--- config.mk ---
export PLATFORM = sky130hd
export DESIGN_NAME = multicycle_control_unit
export DESIGN_NICKNAME = d
export VERILOG_FILES = /design/src/rtl/multicycle_control_unit_pkg.sv /design/src/rtl/control_decode_table.sv /design/src/rtl/multicycle_control_unit.sv
export SDC_FILE = /design/constraint.sdc
export NUM_CORES = 1
export LEC_CHECK = 0
export ABC_CLOCK_PERIOD_IN_PS = 2100
export CORE_MARGIN = 4
export CORE_UTILIZATION = 45
export DETAILED_ROUTE_END_ITERATION = 8
export PLACE_DENSITY = 0.77
export SLEW_MARGIN = 10
export SYNTH_ARGS = -nofsm -noshare
export SYNTH_HDL_FRONTEND = slang
export SYNTH_HIERARCHICAL = 1
export SYNTH_SLANG_ARGS = --single-unit
--- constraint.sdc ---
create_clock -name clk -period 2.1 [get_ports clk]
set_clock_uncertainty 0.15 [all_clocks]
set_input_delay 0.42 -clock clk [delete_from_list [all_inputs] [get_ports clk]]
set_output_delay 0.42 -clock clk [all_outputs]
set_load 0.1 [all_outputs]
--- src/rtl/multicycle_control_unit_pkg.sv ---
// Shared encodings for the multi-cycle RV32I control unit: FSM states, trap causes,
// opcodes, datapath mux selects and SYSTEM funct3 values.
package multicycle_control_unit_pkg;

  typedef enum logic [2:0] {
    S_IDLE      = 3'd0,
    S_FETCH     = 3'd1,
    S_DECODE    = 3'd2,
    S_EXECUTE   = 3'd3,
    S_MEMORY    = 3'd4,
    S_WRITEBACK = 3'd5,
    S_TRAP      = 3'd6
  } state_t;

  localparam logic [1:0] TRAP_CAUSE_NONE    = 2'd0;
  localparam logic [1:0] TRAP_CAUSE_ILLEGAL = 2'd1;
  localparam logic [1:0] TRAP_CAUSE_BUS     = 2'd2;
  localparam logic [1:0] TRAP_CAUSE_ENV     = 2'd3;

  localparam logic [6:0] OPC_LUI      = 7'b0110111;
  localparam logic [6:0] OPC_AUIPC    = 7'b0010111;
  localparam logic [6:0] OPC_JAL      = 7'b1101111;
  localparam logic [6:0] OPC_JALR     = 7'b1100111;
  localparam logic [6:0] OPC_BRANCH   = 7'b1100011;
  localparam logic [6:0] OPC_LOAD     = 7'b0000011;
  localparam logic [6:0] OPC_STORE    = 7'b0100011;
  localparam logic [6:0] OPC_OP_IMM   = 7'b0010011;
  localparam logic [6:0] OPC_OP       = 7'b0110011;
  localparam logic [6:0] OPC_MISC_MEM = 7'b0001111;
  localparam logic [6:0] OPC_SYSTEM   = 7'b1110011;

  localparam logic [1:0] ALU_A_NONE = 2'd0;
  localparam logic [1:0] ALU_A_RD1  = 2'd1;
  localparam logic [1:0] ALU_A_PC   = 2'd2;
  localparam logic [1:0] ALU_A_RS1  = 2'd3;

  localparam logic [1:0] ALU_B_NONE = 2'd0;
  localparam logic [1:0] ALU_B_RD2  = 2'd1;
  localparam logic [1:0] ALU_B_IMM  = 2'd2;
  localparam logic [1:0] ALU_B_CSR  = 2'd3;

  localparam logic [2:0] WD_NONE = 3'd0;
  localparam logic [2:0] WD_ALU  = 3'd1;
  localparam logic [2:0] WD_LOAD = 3'd2;
  localparam logic [2:0] WD_JUMP = 3'd3;
  localparam logic [2:0] WD_LUI  = 3'd4;
  localparam logic [2:0] WD_CSR  = 3'd5;

  localparam logic [2:0] F3_PRIV   = 3'b000;
  localparam logic [2:0] F3_CSRRW  = 3'b001;
  localparam logic [2:0] F3_CSRRS  = 3'b010;
  localparam logic [2:0] F3_CSRRC  = 3'b011;
  localparam logic [2:0] F3_RSVD   = 3'b100;
  localparam logic [2:0] F3_CSRRWI = 3'b101;
  localparam logic [2:0] F3_CSRRSI = 3'b110;
  localparam logic [2:0] F3_CSRRCI = 3'b111;

  // Only the opcode and the SYSTEM funct3 decide legality; other funct3 values pass.
  function automatic logic is_legal(input logic [6:0] opcode, input logic [2:0] funct3,
                                    input logic enable_csr);
    is_legal = 1'b0;
    case (opcode)
      OPC_LUI, OPC_AUIPC, OPC_JAL, OPC_JALR, OPC_BRANCH, OPC_LOAD, OPC_STORE,
      OPC_OP_IMM, OPC_OP, OPC_MISC_MEM: is_legal = 1'b1;
      OPC_SYSTEM: begin
        if (funct3 == F3_PRIV)      is_legal = 1'b1;
        else if (funct3 == F3_RSVD) is_legal = 1'b0;
        else                        is_legal = enable_csr;
      end
      default: is_legal = 1'b0;
    endcase
  endfunction

endpackage

--- src/rtl/control_decode_table.sv ---
// Per-state datapath mux selects for the multi-cycle control unit, decoded from the
// current state and the opcode/funct3 captured at the end of DECODE.
module control_decode_table
  import multicycle_control_unit_pkg::*;
(
  input  state_t     state,
  input  logic [6:0] opcode_q,
  input  logic [2:0] funct3_q,
  output logic [1:0] alu_src_A_select,
  output logic [1:0] alu_src_B_select,
  output logic [2:0] csr_op,
  output logic       register_file_write,
  output logic [2:0] register_file_write_data_select,
  output logic       jump,
  output logic       branch,
  output logic       memory_read,
  output logic       memory_write
);

  always_comb begin
    alu_src_A_select                = ALU_A_NONE;
    alu_src_B_select                = ALU_B_NONE;
    csr_op                          = 3'd0;
    register_file_write             = 1'b0;
    register_file_write_data_select = WD_NONE;
    jump                            = 1'b0;
    branch                          = 1'b0;
    memory_read                     = 1'b0;
    memory_write                    = 1'b0;
    case (state)
      S_EXECUTE: begin
        case (opcode_q)
          OPC_AUIPC, OPC_JAL: begin
            alu_src_A_select = ALU_A_PC;
            alu_src_B_select = ALU_B_IMM;
          end
          OPC_JALR, OPC_LOAD, OPC_STORE, OPC_OP_IMM: begin
            alu_src_A_select = ALU_A_RD1;
            alu_src_B_select = ALU_B_IMM;
          end
          OPC_BRANCH: begin
            alu_src_A_select = ALU_A_RD1;
            alu_src_B_select = ALU_B_RD2;
            branch           = 1'b1;
          end
          OPC_OP: begin
            alu_src_A_select = ALU_A_RD1;
            alu_src_B_select = ALU_B_RD2;
          end
          OPC_SYSTEM: begin
            // Immediate CSR forms (funct3[2]=1) feed the zero-extended rs1 field.
            alu_src_A_select = funct3_q[2] ? ALU_A_RS1 : ALU_A_RD1;
            alu_src_B_select = ALU_B_CSR;
            csr_op           = funct3_q;
          end
          default: ;
        endcase
      end
      S_MEMORY: begin
        memory_read  = (opcode_q == OPC_LOAD);
        memory_write = (opcode_q == OPC_STORE);
      end
      S_WRITEBACK: begin
        register_file_write = 1'b1;
        case (opcode_q)
          OPC_LUI:           register_file_write_data_select = WD_LUI;
          OPC_LOAD:          register_file_write_data_select = WD_LOAD;
          OPC_JAL, OPC_JALR: begin
            register_file_write_data_select = WD_JUMP;
            jump                            = 1'b1;
          end
          OPC_SYSTEM: begin
            register_file_write_data_select = WD_CSR;
            csr_op                          = funct3_q;
          end
          default:           register_file_write_data_select = WD_ALU;
        endcase
      end
      default: ;
    endcase
  end

endmodule

--- src/rtl/multicycle_control_unit.sv ---
// Multi-cycle RV32I control FSM: steps each instruction through FETCH..WRITEBACK,
// runs the memory handshakes with a timeout, raises traps and pulses instret on retire.
module multicycle_control_unit
  import multicycle_control_unit_pkg::*;
#(
  parameter bit ENABLE_CSR  = 1'b0,
  parameter int MEM_TIMEOUT = 255,
  parameter int TIMEOUT_W   = 8
) (
  input  logic       clk,
  input  logic       reset,
  input  logic [6:0] opcode,
  input  logic [2:0] funct3,
  input  logic       env_break,
  input  logic       imem_ack,
  input  logic       dmem_ack,
  output logic       imem_req,
  output logic       dmem_req,
  output logic       ir_write,
  output logic       pc_write,
  output logic       jump,
  output logic       branch,
  output logic [1:0] alu_src_A_select,
  output logic [1:0] alu_src_B_select,
  output logic [2:0] csr_op,
  output logic       register_file_write,
  output logic [2:0] register_file_write_data_select,
  output logic       memory_read,
  output logic       memory_write,
  output logic       trap,
  output logic [1:0] trap_cause,
  output logic       instret,
  output logic [2:0] state
);

  localparam logic [TIMEOUT_W-1:0] WAIT_LAST = TIMEOUT_W'(MEM_TIMEOUT - 1);

  state_t                state_q;
  logic [TIMEOUT_W-1:0]  wait_cnt;
  logic [6:0]            opcode_q;
  logic [2:0]            funct3_q;
  logic                  break_q;
  logic [1:0]            trap_cause_q;
  logic                  timeout_hit;
  logic                  decode_legal;
  logic                  decode_env;
  logic                  decode_fence;
  logic                  retire;
  logic                  unused_break;

  assign timeout_hit  = (wait_cnt == WAIT_LAST);
  assign decode_legal = is_legal(opcode, funct3, ENABLE_CSR);
  assign decode_env   = (opcode == OPC_SYSTEM) && (funct3 == F3_PRIV);
  assign decode_fence = (opcode == OPC_MISC_MEM);
  // ECALL and EBREAK share a cause today; the latched bit is kept for the trap handler path.
  assign unused_break = break_q;

  always_ff @(posedge clk or posedge reset) begin
    if (reset) begin
      state_q      <= S_IDLE;
      wait_cnt     <= '0;
      opcode_q     <= '0;
      funct3_q     <= '0;
      break_q      <= 1'b0;
      trap_cause_q <= TRAP_CAUSE_NONE;
    end else begin
      wait_cnt <= '0;
      case (state_q)
        S_IDLE: state_q <= S_FETCH;
        S_FETCH: begin
          if (imem_ack) begin
            state_q <= S_DECODE;
          end else if (timeout_hit) begin
            state_q      <= S_TRAP;
            trap_cause_q <= TRAP_CAUSE_BUS;
          end else begin
            wait_cnt <= wait_cnt + TIMEOUT_W'(1);
          end
        end
        S_DECODE: begin
          opcode_q <= opcode;
          funct3_q <= funct3;
          break_q  <= env_break;
          if (!decode_legal) begin
            state_q      <= S_TRAP;
            trap_cause_q <= TRAP_CAUSE_ILLEGAL;
          end else if (decode_env) begin
            state_q      <= S_TRAP;
            trap_cause_q <= TRAP_CAUSE_ENV;
          end else if (decode_fence) begin
            state_q <= S_FETCH;
          end else begin
            state_q <= S_EXECUTE;
          end
        end
        S_EXECUTE: begin
          if (opcode_q == OPC_LOAD || opcode_q == OPC_STORE) state_q <= S_MEMORY;
          else if (opcode_q == OPC_BRANCH)                  state_q <= S_FETCH;
          else                                               state_q <= S_WRITEBACK;
        end
        S_MEMORY: begin
          if (dmem_ack) begin
            state_q <= (opcode_q == OPC_STORE) ? S_FETCH : S_WRITEBACK;
          end else if (timeout_hit) begin
            state_q      <= S_TRAP;
            trap_cause_q <= TRAP_CAUSE_BUS;
          end else begin
            wait_cnt <= wait_cnt + TIMEOUT_W'(1);
          end
        end
        S_WRITEBACK: state_q <= S_FETCH;
        S_TRAP:      state_q <= S_FETCH;
        default:     state_q <= S_IDLE;
      endcase
    end
  end

  // Handshake: a req stays high for the whole FETCH/MEMORY state; the transfer completes in
  // the first cycle its ack is seen with req high, and acks while req is low are ignored.
  assign imem_req = (state_q == S_FETCH);
  assign dmem_req = (state_q == S_MEMORY);
  assign ir_write = (state_q == S_FETCH) && imem_ack;

  always_comb begin
    retire = 1'b0;
    case (state_q)
      S_DECODE:    retire = decode_fence;
      S_EXECUTE:   retire = (opcode_q == OPC_BRANCH);
      S_MEMORY:    retire = dmem_ack && (opcode_q == OPC_STORE);
      S_WRITEBACK: retire = 1'b1;
      default:     retire = 1'b0;
    endcase
  end

  assign trap       = (state_q == S_TRAP);
  assign pc_write   = retire || trap;
  assign instret    = retire;
  assign trap_cause = trap_cause_q;
  assign state      = state_q;

  control_decode_table u_decode (
    .state                           (state_q),
    .opcode_q                        (opcode_q),
    .funct3_q                        (funct3_q),
    .alu_src_A_select                (alu_src_A_select),
    .alu_src_B_select                (alu_src_B_select),
    .csr_op                          (csr_op),
    .register_file_write             (register_file_write),
    .register_file_write_data_select (register_file_write_data_select),
    .jump                            (jump),
    .branch                          (branch),
    .memory_read                     (memory_read),
    .memory_write                    (memory_write)
  );

endmodule

==> results by group <==
Synthesis
  – Sequential share of the synthesized area: 0.3331
  – Synthesized-area fraction occupied by xor and xnor cells: 0.04055
  – Adder-Cell Fraction of Synth Area: 0.02172
  – Share of flip-flops with an asynchronous set or reset after synthesis: 1.000
  – Area fraction in and, or, nand and nor cells after synthesis: 0.4287
  – Register bit total from synthesis: 23
  – Count of flip-flops with a built-in enable after synthesis: 0
  – Gate Count Post-Synth: roughly 210
  – Combinational family with the most area after synthesis: simple AND/OR/NAND/NOR gates
  – Distinct cell type count after synthesis: 56
  – Mapped Nets: 229
  – Netlist area before placement: 0.001728 sq mm
  – Compound-gate portion of the synthesized area: 0.1325
  – Main flop type after synthesis: sky130_fd_sc_hd__dfrtp_1
  – Mean instance size in the synthesized netlist: 8.189 sq um
  – Total of warnings raised by yosys: 6
  – Share of synthesized area spent on multiplexers: 0

Clocking
  – Clock buffer count from CTS: 3
  – Root buffer selected by CTS: sky130_fd_sc_hd__clkbuf_8
  – Clk sink count: 23
  – Clock tree from TritonCTS: yes
  – Clock latency at the later pin of the worst-skew pair: 0.26 ns
  – Clock input transition at the sequential cells of the worst setup and hold paths: 0.08 ns
  – Maximum count of clock buffers along a single path: 2
  – Maximum level of the CTS H-tree: 1

Setup path
  – RR Endpoint: trap_cause[1]$_DFFE_PP0P_
  – Reg-to-reg slack, setup: approximately 0.01 ns
  – Startpoint type of the worst setup path: primary input
  – Setup crit end kind: output pin
  – Count of cells along the worst register-to-register path: 7
  – Category of the critical setup timing path: in -> out
  – Worst reg2reg startpoint: state[2]$_DFF_PP0_
  – Biggest fanout along the worst timing path: 4
  – Arrival time of data at the critical path endpoint: 1.96 ns
  – Critical path data required time: 1.53 ns

Global routing
  – First-pass GRT wire length: 10.43 mm
  – Number of antenna violations at the first check in global routing: 0
  – Vias in the first global route: around 2.1k
  – Total grt overflow: 0
  – Global-route usage over all layers: 0.2590
  – Largest net degree at the start of global routing: 24

Final layout
  – Core occupancy in the finished layout: 0.9077
  – Synthesis-to-layout area growth: 93.77%
  – Commonest non-fill, non-tap cells in the layout: sky130_fd_sc_hd__buf_4, sky130_fd_sc_hd__nand2_1, sky130_fd_sc_hd__buf_12, sky130_fd_sc_hd__buf_6, sky130_fd_sc_hd__dfrtp_1
  – Final Cell Area: 0.003348 sq mm
  – Commonest non-fill, non-tap cell in the layout: sky130_fd_sc_hd__buf_4
  – Number of standard cells in the layout, taps in and fillers out: around 360
  – Number of nets in the final layout: 327
  – Share of post-route cells with drive strength above 1: 0.5195
  – Total inserted antenna cells: 0
  – Layout fillers: between 100 and 150

Routing
  – Final ANT Viol Nets: 0
  – DRC errors left: 0
  – Number of design-rule violations left by the first detailed-router iteration: 160
  – Wirelength, routed: 7.595 mm
  – Number of vias per cell after detailed routing: 6.183
  – Number of search-and-repair iterations in the first detailed-routing pass: 5
  – Drt wl/cell: approximately 21 um
  – Via count: 2201

Power
  – Leakage dissipation: 1.375 nW
  – Power density over cell area: about 1200 mW/mm^2
  – IR drop worst, VDD: 778.4 uV

STA
  – Final Worst Setup Slack: -0.4328 ns
  – Final number of setup-violating endpoints: 20
  – Worst-Margin Slew: 0.4079 ns
  – Post-layout minimum cycle time: around 2.5 ns
  – Hold Fails Final Rpt: 0
  – Part of the cycle the worst path needs: 1.206
  – RSZ-0062 raised after global routing: yes
  – Relative slew slack: 0.7275
  – Max-slew violation count: 0
  – Achievable clock frequency: 394.8 MHz

Place
  – Count of input and output buffers: 39
  – Global placement routability congestion: 0.8403
  – Area after DPL: approximately 0.0030 sq mm
  – Dpl cells: 335
  – Sum of net half-perimeters after detailed placement: 4.201 mm

Status
  – Violations in the final reports: negative setup slack
  – Result of the run: complete, but fails checks

Floorplan
  – Y dimension of the die: 69.97 um
  – Starting utilization of the core area: 0.4685
  – Core Rows: 22
  – Core Box Area: 0.003689 sq mm
  – Die Wd: 69.97 um
  – Area enclosed by the die boundary: between 0.004 and 0.005 sq mm
  – IO Pins: 41

Min path
  – Hold Path Depth: 4
  – Hold/Removal Path Class: in -> reg
  – Launch instance of the worst min-delay path: opcode[5]
  – Hold Path End: opcode_q[5]$_DFFE_PP0P_

Flow run
  – Number of violations of the max-capacitance limit: 0
flip-flops by register name (all words and copies together) (netlist names):
name        flops
trap_cause      2
opcode_q        7
funct3_q        3
wait_cnt        8
state           3
worst max path at each step:
stage / cells past startpoint / startpoint / to
after floorplan: 2 / state[1]$_DFF_PP0_ / memory_read
after CTS: 6 / opcode[5] / instret
after global routing: 7 / opcode[2] / pc_write
after detailed placement: 7 / opcode[3] / pc_write
final: 6 / opcode[2] / instret
after global placement: 7 / opcode[3] / pc_write
layer usage:
metal  vias up  wire length (um)  global-route usage  share of wire
li1        950                 -                   -              -
met3        31               538             0.03597          0.071
met2       136              3749              0.4502           0.49
met4         0               257             0.07872          0.034
met5         -                 0                   0              0
met1      1084              3050              0.3310           0.40
power by group:
part           total, mW  switching (mW)  internal, mW
Sequential         0.852           0.244         0.608
Clock              0.274           0.138         0.135
Combinational       2.87            1.63          1.25
Total               4.00            2.01          1.99
cell usage after synthesis (all sizes together), types with 3 or more instances:
| cell | count | share of area |
|---|---|---|
| a21oi | 6 | 0.020 |
| a31oi | 4 | 0.014 |
| and2 | 4 | 0.014 |
| buf | 4 | 0.015 |
| clkbuf | 5 | 0.011 |
| dfrtp | 23 | 0.33 |
| ha | 3 | 0.022 |
| inv | 8 | 0.017 |
| nand2 | 35 | 0.076 |
| nand2b | 6 | 0.022 |
| nand3 | 11 | 0.032 |
| nand3b | 5 | 0.022 |
| nand4 | 5 | 0.018 |
| nor2 | 17 | 0.037 |
| nor2b | 6 | 0.022 |
| nor3 | 7 | 0.020 |
| nor3b | 5 | 0.025 |
| o21ai | 7 | 0.020 |
| or2 | 3 | 0.011 |
| or3b | 3 | 0.015 |
| or4 | 3 | 0.015 |
| or4b | 3 | 0.017 |
| xor2 | 6 | 0.030 |
critical path, stage by stage:
cell and delay (ns):
sky130_fd_sc_hd__dlygate4sd2_1 0.27, sky130_fd_sc_hd__inv_1 0.09, sky130_fd_sc_hd__or4_4 0.58, sky130_fd_sc_hd__or2_4 0.26
sky130_fd_sc_hd__a21oi_4 0.15, sky130_fd_sc_hd__buf_12 0.19
layout make-up:
| type | instances | area [sq um] | area share |
|---|---|---|---|
| Sequential cell | 23 | 591.8 | 0.1768 |
| Inverter | 8 | 33.78 | 0.01009 |
| Timing Repair Buffer | 102 | 1181 | 0.3528 |
| Clock buffer | 4 | 45.04 | 0.01345 |
| Tap cell | 48 | 60.06 | 0.01794 |
| Multi-Input combinational cell | 171 | 1436 | 0.4290 |
kinds of logic (layout without fill, tap and decap cells):
logic type	count (synthesis)	in the layout
simple gates	127	127
compound gates	33	33
flops	23	23
buf+inv	17	114
xor+xnor	8	8
fa+ha+maj	3	3
repair_timing:
item                       4_1_cts  5_1_grt
resized for setup               50       20
setup endpoints to repair       22       31
hold buffers                     0        0
cloned                           1        0
buffers inserted                12        4
pin swaps                       23       16
through the flow:
step,TNS [ns],setup slack [ns],hold slack [ns],power [mW]
global placement,-2.544,-0.7447,0.3089,2.946
floorplan,-5.507,-0.7531,0.2720,2.199
global route,-5.054,-0.4452,0.3300,4.141
finish,-4.315,-0.4328,0.3049,3.997
CTS,-3.323,-0.5107,0.2978,3.635
detailed placement,-2.825,-0.7966,0.3319,3.025
(Power assumes the default switching activity.)
